--- config.mk ---
export PLATFORM = sky130hd
export DESIGN_NAME = stream_fifo_rl_flat
export DESIGN_NICKNAME = d
export VERILOG_FILES = /design/src/rtl/stream_pkg.sv /design/src/rtl/stream_fifo_rl_if.sv /design/src/rtl/stream_fifo_mem.sv /design/src/rtl/stream_fifo_rl.sv /design/src/flat_wrapper.sv
export SDC_FILE = /design/constraint.sdc
export NUM_CORES = 1
export LEC_CHECK = 0
export ABC_AREA = 1
export CORE_ASPECT_RATIO = 2
export CORE_MARGIN = 3
export CORE_UTILIZATION = 40
export CTS_CLUSTER_SIZE = 24
export DETAILED_ROUTE_END_ITERATION = 10
export GPL_TIMING_DRIVEN = 0
export PLACE_DENSITY_LB_ADDON = 0.1
export SYNTH_ARGS = -nofsm -noshare
export SYNTH_HDL_FRONTEND = slang
export SYNTH_SLANG_ARGS = --single-unit
export TNS_END_PERCENT = 30
--- constraint.sdc ---
create_clock -name clk -period 3.2 [get_ports clk]
set_clock_uncertainty 0.1 [all_clocks]
set_input_delay 0.48 -clock clk [delete_from_list [all_inputs] [get_ports clk]]
set_output_delay 0.48 -clock clk [all_outputs]
set_load 0.05 [all_outputs]
--- src/rtl/stream_pkg.sv ---
// Shared constants and helpers for the stream buffer slice.
package stream_pkg;

  localparam int RL0 = 0;
  localparam int RL1 = 1;
  localparam int STALL_LIMIT = 64;

  function automatic int clog2(input int value);
    int result;
    int v;
    result = 0;
    v = value - 1;
    while (v > 0) begin
      result = result + 1;
      v = v >> 1;
    end
    return result;
  endfunction

endpackage

--- src/rtl/stream_fifo_rl_if.sv ---
// Upstream/downstream handshake bundle for stream_fifo_rl; slave is the buffer's view.
interface stream_fifo_rl_if #(
  parameter int DATA_WIDTH = 26
);
  logic                  in_valid;
  logic                  in_ready;
  logic [DATA_WIDTH-1:0] in_data;
  logic                  out_valid;
  logic                  out_ready;
  logic [DATA_WIDTH-1:0] out_data;

  modport slave (
    input  in_valid, in_data, out_ready,
    output in_ready, out_valid, out_data
  );

  modport master (
    output in_valid, in_data, out_ready,
    input  in_ready, out_valid, out_data
  );
endinterface

--- src/rtl/stream_fifo_mem.sv ---
// Simple dual-port register array: synchronous write, asynchronous read.
module stream_fifo_mem
  import stream_pkg::*;
#(
  parameter int DATA_WIDTH = 26,
  parameter int DEPTH      = 4
) (
  input  logic                      clk,
  input  logic                      we,
  input  logic [clog2(DEPTH)-1:0]   waddr,
  input  logic [DATA_WIDTH-1:0]     wdata,
  input  logic [clog2(DEPTH)-1:0]   raddr,
  output logic [DATA_WIDTH-1:0]     rdata
);

  logic [DATA_WIDTH-1:0] mem [DEPTH];

  always_ff @(posedge clk) begin
    if (we) begin
      mem[waddr] <= wdata;
    end
  end

  assign rdata = mem[raddr];

endmodule

--- src/rtl/stream_fifo_rl.sv ---
// Ready/valid circular FIFO with downstream ready latency 0 or 1.
// Optional fill level and stall monitor under `STREAM_FIFO_LEVEL_EN.
module stream_fifo_rl
  import stream_pkg::*;
#(
  parameter int DATA_WIDTH    = 26,
  parameter int DEPTH         = 4,
  parameter int READY_LATENCY = 1
) (
  input  logic                  clk,
  input  logic                  rst,
  stream_fifo_rl_if.slave       bus
`ifdef STREAM_FIFO_LEVEL_EN
  ,
  output logic [clog2(DEPTH):0] fill_level,
  output logic                  overflow_seen
`endif
);

  localparam int ADDR_W = clog2(DEPTH);

  logic [ADDR_W:0]       wr_ptr;
  logic [ADDR_W:0]       rd_ptr;
  logic [ADDR_W:0]       count;
  logic                  full;
  logic                  empty;
  logic                  push;
  logic                  pop;
  logic                  ready_d;
  logic [DATA_WIDTH-1:0] rdata;
  logic [DATA_WIDTH-1:0] hold_q;

  assign count        = wr_ptr - rd_ptr;
  assign full         = (count == (ADDR_W+1)'(DEPTH));
  assign empty        = (count == '0);
  assign bus.in_ready = ~full & ~rst;
  assign push         = bus.in_valid & bus.in_ready;

  generate
    if (READY_LATENCY == RL0) begin : g_rl0
      assign bus.out_valid = ~empty;
      assign pop           = ~empty & bus.out_ready;
    end else begin : g_rl1
      assign bus.out_valid = ~empty & ready_d;
      assign pop           = ~empty & ready_d;
    end
  endgenerate

  // Once drained, present the last popped beat rather than a stale slot.
  assign bus.out_data = empty ? hold_q : rdata;

  stream_fifo_mem #(
    .DATA_WIDTH (DATA_WIDTH),
    .DEPTH      (DEPTH)
  ) u_mem (
    .clk   (clk),
    .we    (push),
    .waddr (wr_ptr[ADDR_W-1:0]),
    .wdata (bus.in_data),
    .raddr (rd_ptr[ADDR_W-1:0]),
    .rdata (rdata)
  );

  always_ff @(posedge clk) begin
    if (rst) begin
      wr_ptr  <= '0;
      rd_ptr  <= '0;
      ready_d <= 1'b0;
      hold_q  <= '0;
    end else begin
      ready_d <= bus.out_ready;
      if (push) begin
        wr_ptr <= wr_ptr + 1'b1;
      end
      if (pop) begin
        rd_ptr <= rd_ptr + 1'b1;
        hold_q <= rdata;
      end
    end
  end

`ifdef STREAM_FIFO_LEVEL_EN
  localparam int STALL_W = clog2(STALL_LIMIT) + 1;

  logic [STALL_W-1:0] stall_cnt;

  always_ff @(posedge clk) begin
    if (rst) begin
      fill_level    <= '0;
      stall_cnt     <= '0;
      overflow_seen <= 1'b0;
    end else begin
      fill_level <= count + (ADDR_W+1)'(push) - (ADDR_W+1)'(pop);
      // Counter saturates; the 64th consecutive stalled cycle sets the flag.
      if (bus.in_valid && !bus.in_ready) begin
        if (stall_cnt == STALL_W'(STALL_LIMIT - 1)) begin
          overflow_seen <= 1'b1;
        end else begin
          stall_cnt <= stall_cnt + 1'b1;
        end
      end else begin
        stall_cnt <= '0;
      end
    end
  end
`endif

endmodule

--- src/flat_wrapper.sv ---
// flat-port wrapper written by rule: the top's interface ports become plain ports
module stream_fifo_rl_flat import stream_pkg::*;
#(
  parameter int DATA_WIDTH    = 26,
  parameter int DEPTH         = 4,
  parameter int READY_LATENCY = 1
)
  (clk, rst, bus_in_valid, bus_in_data, bus_out_ready, bus_in_ready, bus_out_valid, bus_out_data);
  stream_fifo_rl_if #(.DATA_WIDTH(DATA_WIDTH)) bus_i ();
  input  logic clk;
  input  logic rst;
  input wire logic [$bits(bus_i.in_valid)-1:0] bus_in_valid;
  input wire logic [$bits(bus_i.in_data)-1:0] bus_in_data;
  input wire logic [$bits(bus_i.out_ready)-1:0] bus_out_ready;
  output wire logic [$bits(bus_i.in_ready)-1:0] bus_in_ready;
  output wire logic [$bits(bus_i.out_valid)-1:0] bus_out_valid;
  output wire logic [$bits(bus_i.out_data)-1:0] bus_out_data;
  assign bus_i.in_valid = bus_in_valid;
  assign bus_i.in_data = bus_in_data;
  assign bus_i.out_ready = bus_out_ready;
  assign bus_in_ready = bus_i.in_ready;
  assign bus_out_valid = bus_i.out_valid;
  assign bus_out_data = bus_i.out_data;
  stream_fifo_rl #(.DATA_WIDTH(DATA_WIDTH), .DEPTH(DEPTH), .READY_LATENCY(READY_LATENCY)) u_core (.clk(clk), .rst(rst), .bus(bus_i));
endmodule
==> results.py, run 1 <==
metrics = {
    "floorplan": {
        "die_area_um2": 15900,
        "fp.dieW_um": 90.8,
        "initial_core_util_pct": 41.2,
        "die_h_um": 176,
        "core.rowCount": 61,
        "ioPinCount": 58,
        "core_area_um2": 14000,
    },
    "critical_path": {
        "cp_cell_sequence": "ha_1 -> a21oi_1 -> nand2_1 -> nand3_2 -> buf_2 -> nor2_1 -> a21oi_1 -> dlygate4sd2_1",
        "cpMostUsedCell": "a21oi_1",
        "slowest_delay_ns": 0.55,
        "path_delay_family": "buffers and inverters",
        "critPathBufInv": 2,
        "path_max_fanout": 10,
        "critPathCaptureType": "output pin",
        "cp.required_ns": 2.62,
        "critical_path_class": "flip-flop to output pin",
        "start_kind": "flip-flop",
        "slowest_stage": "dlygate4sd2_1",
        "crit_arrival_ns": 2.60,
    },
    "detailed_routing": {
        "finalWirelength_um": 13900,
        "detail-route-antenna-nets": 0,
        "num_vias": 4263,
        "drcViolationCount": 0,
        "dr.pass1.iters": 5,
        "drt-initial-drc-count": 222,
        "viasPerCell": 4.95,
        "wl_per_cell_um": 16.2,
    },
    "finish": {
        "instances_no_fill": 862,
        "n_antenna_cell": 0,
        "regArea_um2": 3820,
        "nets": 697,
        "fillCellCount": 1278,
        "multi_input_area_um2": 1720,
        "areaGrowthSynthToFinish_pct": 24.1,
        "drive_gt1_share_pct": 12.2,
    },
    "synthesis": {
        "synth_ff_type": "edfxtp_1",
        "synth.distinct_cells": 19,
        "synthCells": 584,
        "synth-edff-count": 104,
        "synth_top_area_cell": "edfxtp_1",
        "ys_ff_latch": 139,
        "yosys.area.top_type_share_pct": 54.3,
        "synth_nets": 621,
        "ys_seq_area_share_pct": 66.5,
        "syn_area_um2": 5750,
        "async_flop_share_pct": 0,
        "ys_warn_count": 0,
        "post_synth.cell_area_avg_um2": 9.84,
        "yosys.cell_count.top_type": "nand2_1",
        "synthTopCellsByCount": "nand2_1, edfxtp_1, nor2_1, nand3_1, dfxtp_1",
        "yosys-top-cells-area": "edfxtp_1, dfxtp_1, nand2_1",
    },
    "cts": {
        "worstSkewPairLatency_ns": 0.42,
        "cts_tree": "yes",
        "cts_max_path_buffers": 2,
        "htreeDepth": 4,
        "holdBufCountCts": 0,
        "path_clk_slew_ns": 0.06,
        "cts_root_buf": "clkbuf_16",
        "cts-buffers-inserted": 17,
        "cts_setup_buffers": 0,
        "cts.sinks": 139,
    },
    "global_route": {
        "grtUsageTotal_pct": 18.2,
        "grt_remaining_overflow": 0,
        "grt_max_degree": 27,
        "grt_pass1_vias": 4233,
        "grt_pass1_wl_um": 22200,
        "antenna_found_initial": 0,
    },
    "placement": {
        "place_inst": 830,
        "dp_hpwl_um": 9710,
        "pre_cts_ws_ns": 0.00553,
        "port_buffers": 57,
        "place.gp.congestion": 0.821,
    },
    "status": {
        "status": "finished clean",
    },
    "power": {
        "p_per_area_nw_per_um2": 979,
        "p_leak_uw": 0.00283,
        "power_uw": 6980,
        "ir_worst_vdd_mv": 0.389,
    },
    "sta": {
        "max_freq_mhz": 314,
        "finalCriticalPeriod_ns": 3.18,
        "setup-tns-final_ns": 0,
        "timing.hold.ws_ns": 0.371,
        "rsz0062_at_grt": "true",
        "hold_violations": 0,
        "fin_crit_sh_pct": 99.4,
        "tightest_slew_ns": 0.914,
        "setup_ws_ns": 0.0190,
        "drv_slew": 0,
        "max-slew-margin-rel_pct": 38.9,
        "setup_viol": 0,
    },
    "flow_run": {
        "maxCapViolations": 0,
    },
    "worst_hold_path": {
        "hold_class": "flip-flop to flip-flop",
    },
}
-- metal layers --
layer  vias to the layer above  GRT usage, %  routed length [um]
met5                         -             0                   0
met4                         0          8.50                 444
met3                        21          3.17                 526
met2                       121          33.1                7450
met1                      2012          20.5                5510
li1                       2109             -                   -
-- stage by stage --
step / area [um^2] / util [%]
2_1_floorplan: 5750 / -
3_3_place_gp: 6560 / 46.9
3_5_place_dp: 6590 / 47.2
4_1_cts: 7200 / 51.6
5_1_grt: 7130 / 51.1
6_report: 7130 / 51.1
-- cell type report --
| cell class | instances | area share (%) |
|---|---|---|
| Clock inverter | 15 | 2.56 |
| Timing Repair Buffer | 57 | 7.10 |
| Clock buffer | 17 | 5.96 |
| Buffer | 33 | 2.26 |
| Multi-Input combinational cell | 392 | 24.1 |
| Sequential cell | 139 | 53.6 |
| Inverter | 20 | 1.05 |
| Tap cell | 189 | 3.31 |
-- tightest hold or removal path, stage by stage (launching register included) --
cell and delay (ns):
dfxtp_1 0.32, nor2_1 0.05, nor2_1 0.07
-- cells by family after synthesis --
logic type | after synthesis | synth area share [%]
AOI/OAI and AO/OA | 32 | 2.79
and+or+nand+nor | 352 | 25.0
DFF | 139 | 66.5
buffers and inverters | 53 | 4.05
adders and majority gates | 7 | 1.52
xor gates and xnor gates | 1 | 0.152
-- sequential cells by signal (all words and copies together), names as in the netlist, named ones only --
| name | flops |
|---|---|
| u_core.rd_ptr | 3 |
| u_core.u_mem.mem | 104 |
| u_core.hold_q | 26 |
| u_core.ready_d | 1 |
| u_core.wr_ptr | 3 |
-- report_power, final --
part	switching, uW	internal (uW)	total [uW]
registers	58.1	2090	2150
clock network	858	1120	1980
logic	2140	718	2860
total	3060	3930	6980
-- cell usage in the layout (no fill, tap or decap), drive strengths merged --
master,n
a21oi,29
buf,21
bufinv,1
clkbuf,46
clkdlybuf4s15,4
clkdlybuf4s18,3
clkdlybuf4s50,29
clkinv,10
dfxtp,35
dlygate4sd2,3
dlymetal6s2s,1
edfxtp,104
ha,7
inv,24
nand2,177
nand3,84
nand4,1
nor2,90
o21ai,3
xor2,1
-- final timing paths --
kind                     startpoint  cells after the start                      end  slack [ns]
hold reg to reg   u_core.hold_q[12]                      2        u_core.hold_q[12]        0.37
hold / removal    u_core.hold_q[12]                      2        u_core.hold_q[12]        0.37
setup / recovery   u_core.wr_ptr[1]                      8         bus_out_data[10]        0.02
setup reg to reg   u_core.wr_ptr[1]                      6  u_core.u_mem.mem[2][18]        0.46
-- timing repair --
| item | 4_1_cts | 5_1_grt |
|---|---|---|
| gates resized for setup | 62 | 42 |
| pin swaps | 0 | 0 |
| setup endpoints to repair | 27 | 28 |
(Power assumes the default switching activity.)
==> run 2, diff against run 1 <==
SKIP_CTS_REPAIR_TIMING = 1   (was default)
SLEW_MARGIN = 20   (was default)
==> run 2 against run 1 <==
Effect of this change: sequential share of layout area down 0.10 points; highest routed layer unchanged; register-to-register slack better by 0.24 ns; final cell count up 0.46%; global-route usage about the same; largest cell class unchanged; combinational power down 1%; largest power group unchanged; worst hold slack better by 0.0029 ns; maximum frequency up 3.6%; sequential power about the same; cell area up 0.19%; clock power down 5%; routed wire length unchanged.
==> results.py, run 2 (synthesis gave the netlist of run 1 again) <==
metrics = {
    "finish": {
        "reg_top3": "u_core.u_mem.mem: 104 flops, u_core.hold_q: 26 flops",
        "layout_common_cells": "nand2_1, edfxtp_1, nor2_1",
        "n_antenna_cell": 0,
        "instances_no_fill": 866,
        "fin_util_pct": 51.2,
        "nets": 701,
        "areaGrowthSynthToFinish_pct": 24.3,
        "drive_gt1_share_pct": 13.1,
        "top_register": "u_core.u_mem.mem",
        "largest_register_ffs": 104,
        "final_common_cell": "nand2_1",
    },
    "detailed_routing": {
        "wl_per_cell_um": 16.1,
        "finalWirelength_um": 13900,
        "num_vias": 4288,
        "viasPerCell": 4.95,
        "detail-route-antenna-nets": 0,
        "drcViolationCount": 0,
        "dr.pass1.iters": 5,
        "drt-initial-drc-count": 211,
    },
    "sta": {
        "setup-tns-final_ns": 0,
        "tightest_slew_ns": 0.634,
        "drv_slew": 0,
        "fin_crit_sh_pct": 96.0,
        "max_freq_mhz": 326,
        "max-slew-margin-rel_pct": 57.7,
        "setup_ws_ns": 0.129,
        "timing.hold.ws_ns": 0.374,
        "setup_viol": 0,
        "hold_violations": 0,
        "rsz0062_at_grt": "true",
        "finalCriticalPeriod_ns": 3.07,
    },
    "critical_path": {
        "path_max_fanout": 5,
        "critPathCaptureType": "output pin",
        "slowest_stage": "clkdlybuf4s50_1",
        "start_kind": "flip-flop",
        "slowest_delay_ns": 0.80,
        "cp_cell_sequence": "ha_1 -> a21oi_1 -> nand2_1 -> nand3_1 -> nand2_1 -> inv_1 -> clkdlybuf4s50_1",
        "critical_path_class": "flip-flop to output pin",
        "cpMostUsedCell": "nand2_1",
        "crit_arrival_ns": 2.49,
        "cp.required_ns": 2.62,
    },
    "floorplan": {
        "ioPinCount": 58,
        "fp.dieW_um": 90.8,
        "core.rowCount": 61,
        "core_area_um2": 14000,
        "initial_core_util_pct": 41.2,
        "die_h_um": 176,
        "die_area_um2": 15900,
    },
    "cts": {
        "path_clk_slew_ns": 0.07,
        "htreeDepth": 4,
        "cts-buffers-inserted": 17,
        "cts_root_buf": "clkbuf_16",
        "worstSkewPairLatency_ns": 0.41,
        "cts.sinks": 139,
        "cts_tree": "yes",
        "cts_max_path_buffers": 2,
    },
    "status": {
        "status": "finished clean",
    },
    "global_route": {
        "grt_remaining_overflow": 0,
        "top_usage_layer": "met2",
        "antenna_found_initial": 0,
        "grt_max_degree": 23,
        "grt_util_met3_pct": 3.34,
        "grtUsageTotal_pct": 18.2,
        "grt_pass1_wl_um": 22100,
        "grt_util_met1_pct": 20.6,
        "use_met2_pct": 33.4,
        "grt_pass1_vias": 4160,
    },
    "placement": {
        "dp_hpwl_um": 9970,
        "place_inst": 834,
        "place.gp.congestion": 0.821,
        "port_buffers": 57,
        "pre_cts_ws_ns": -0.0168,
    },
    "flow_run": {
        "maxCapViolations": 0,
    },
    "worst_hold_path": {
        "hold_class": "flip-flop to flip-flop",
    },
    "power": {
        "p_per_area_nw_per_um2": 958,
        "ir_worst_vdd_mv": 0.386,
        "p_leak_uw": 0.00284,
    },
}
-- run 2: metrics by stage --
stage / instance area (um^2) / power (uW)
6_report: 7150 / 6850
4_1_cts: 7260 / 7130
3_3_place_gp: 6560 / 5190
5_1_grt: 7150 / 7190
2_1_floorplan: 5750 / 4200
3_5_place_dp: 6690 / 5240
-- run 2: cell type report --
type	count	area, um^2
Buffer	33	159
Clock buffer	17	425
Clock inverter	15	148
Fill cell	1296	6820
Inverter	20	75.1
Multi-Input combinational cell	392	1720
Sequential cell	139	3820
Tap cell	189	236
Timing Repair Buffer	61	558
-- run 2: critical path: cells and delay by family (launching register included) --
family	cells	cell delay, ns
buffers and inverters	2	0.87
adder cells (fa/ha/maj)	1	0.29
flip-flops	1	0.43
AO/OA/AOI/OAI	1	0.20
AND/OR/NAND/NOR	3	0.30
-- run 2: path summary, 6_finish.rpt --
check	startpoint	end	slack, ns	cells after the start
max	u_core.wr_ptr[1]	bus_in_ready	0.13	7
min	u_core.hold_q[12]	u_core.hold_q[12]	0.37	2
max reg2reg	u_core.wr_ptr[1]	u_core.u_mem.mem[1][0]	0.70	7
min reg2reg	u_core.hold_q[12]	u_core.hold_q[12]	0.37	2
-- run 2: power breakdown --
part	internal (uW)	switching (uW)	total, uW
logic	675	2140	2820
clock network	1040	847	1890
registers	2090	58.7	2150
-- run 2: routing by layer --
metal	share of wire, %	vias up
met2	55	129
met1	39	2028
met5	0	-
li1	-	2112
met4	2.4	0
met3	3.7	19
==> run 3, diff against run 2 <==
HOLD_SLACK_MARGIN = 0.15   (was default)
==> results of run 3 <==
Same layout as run 2: the final DEF is identical, and so are final timing and power.
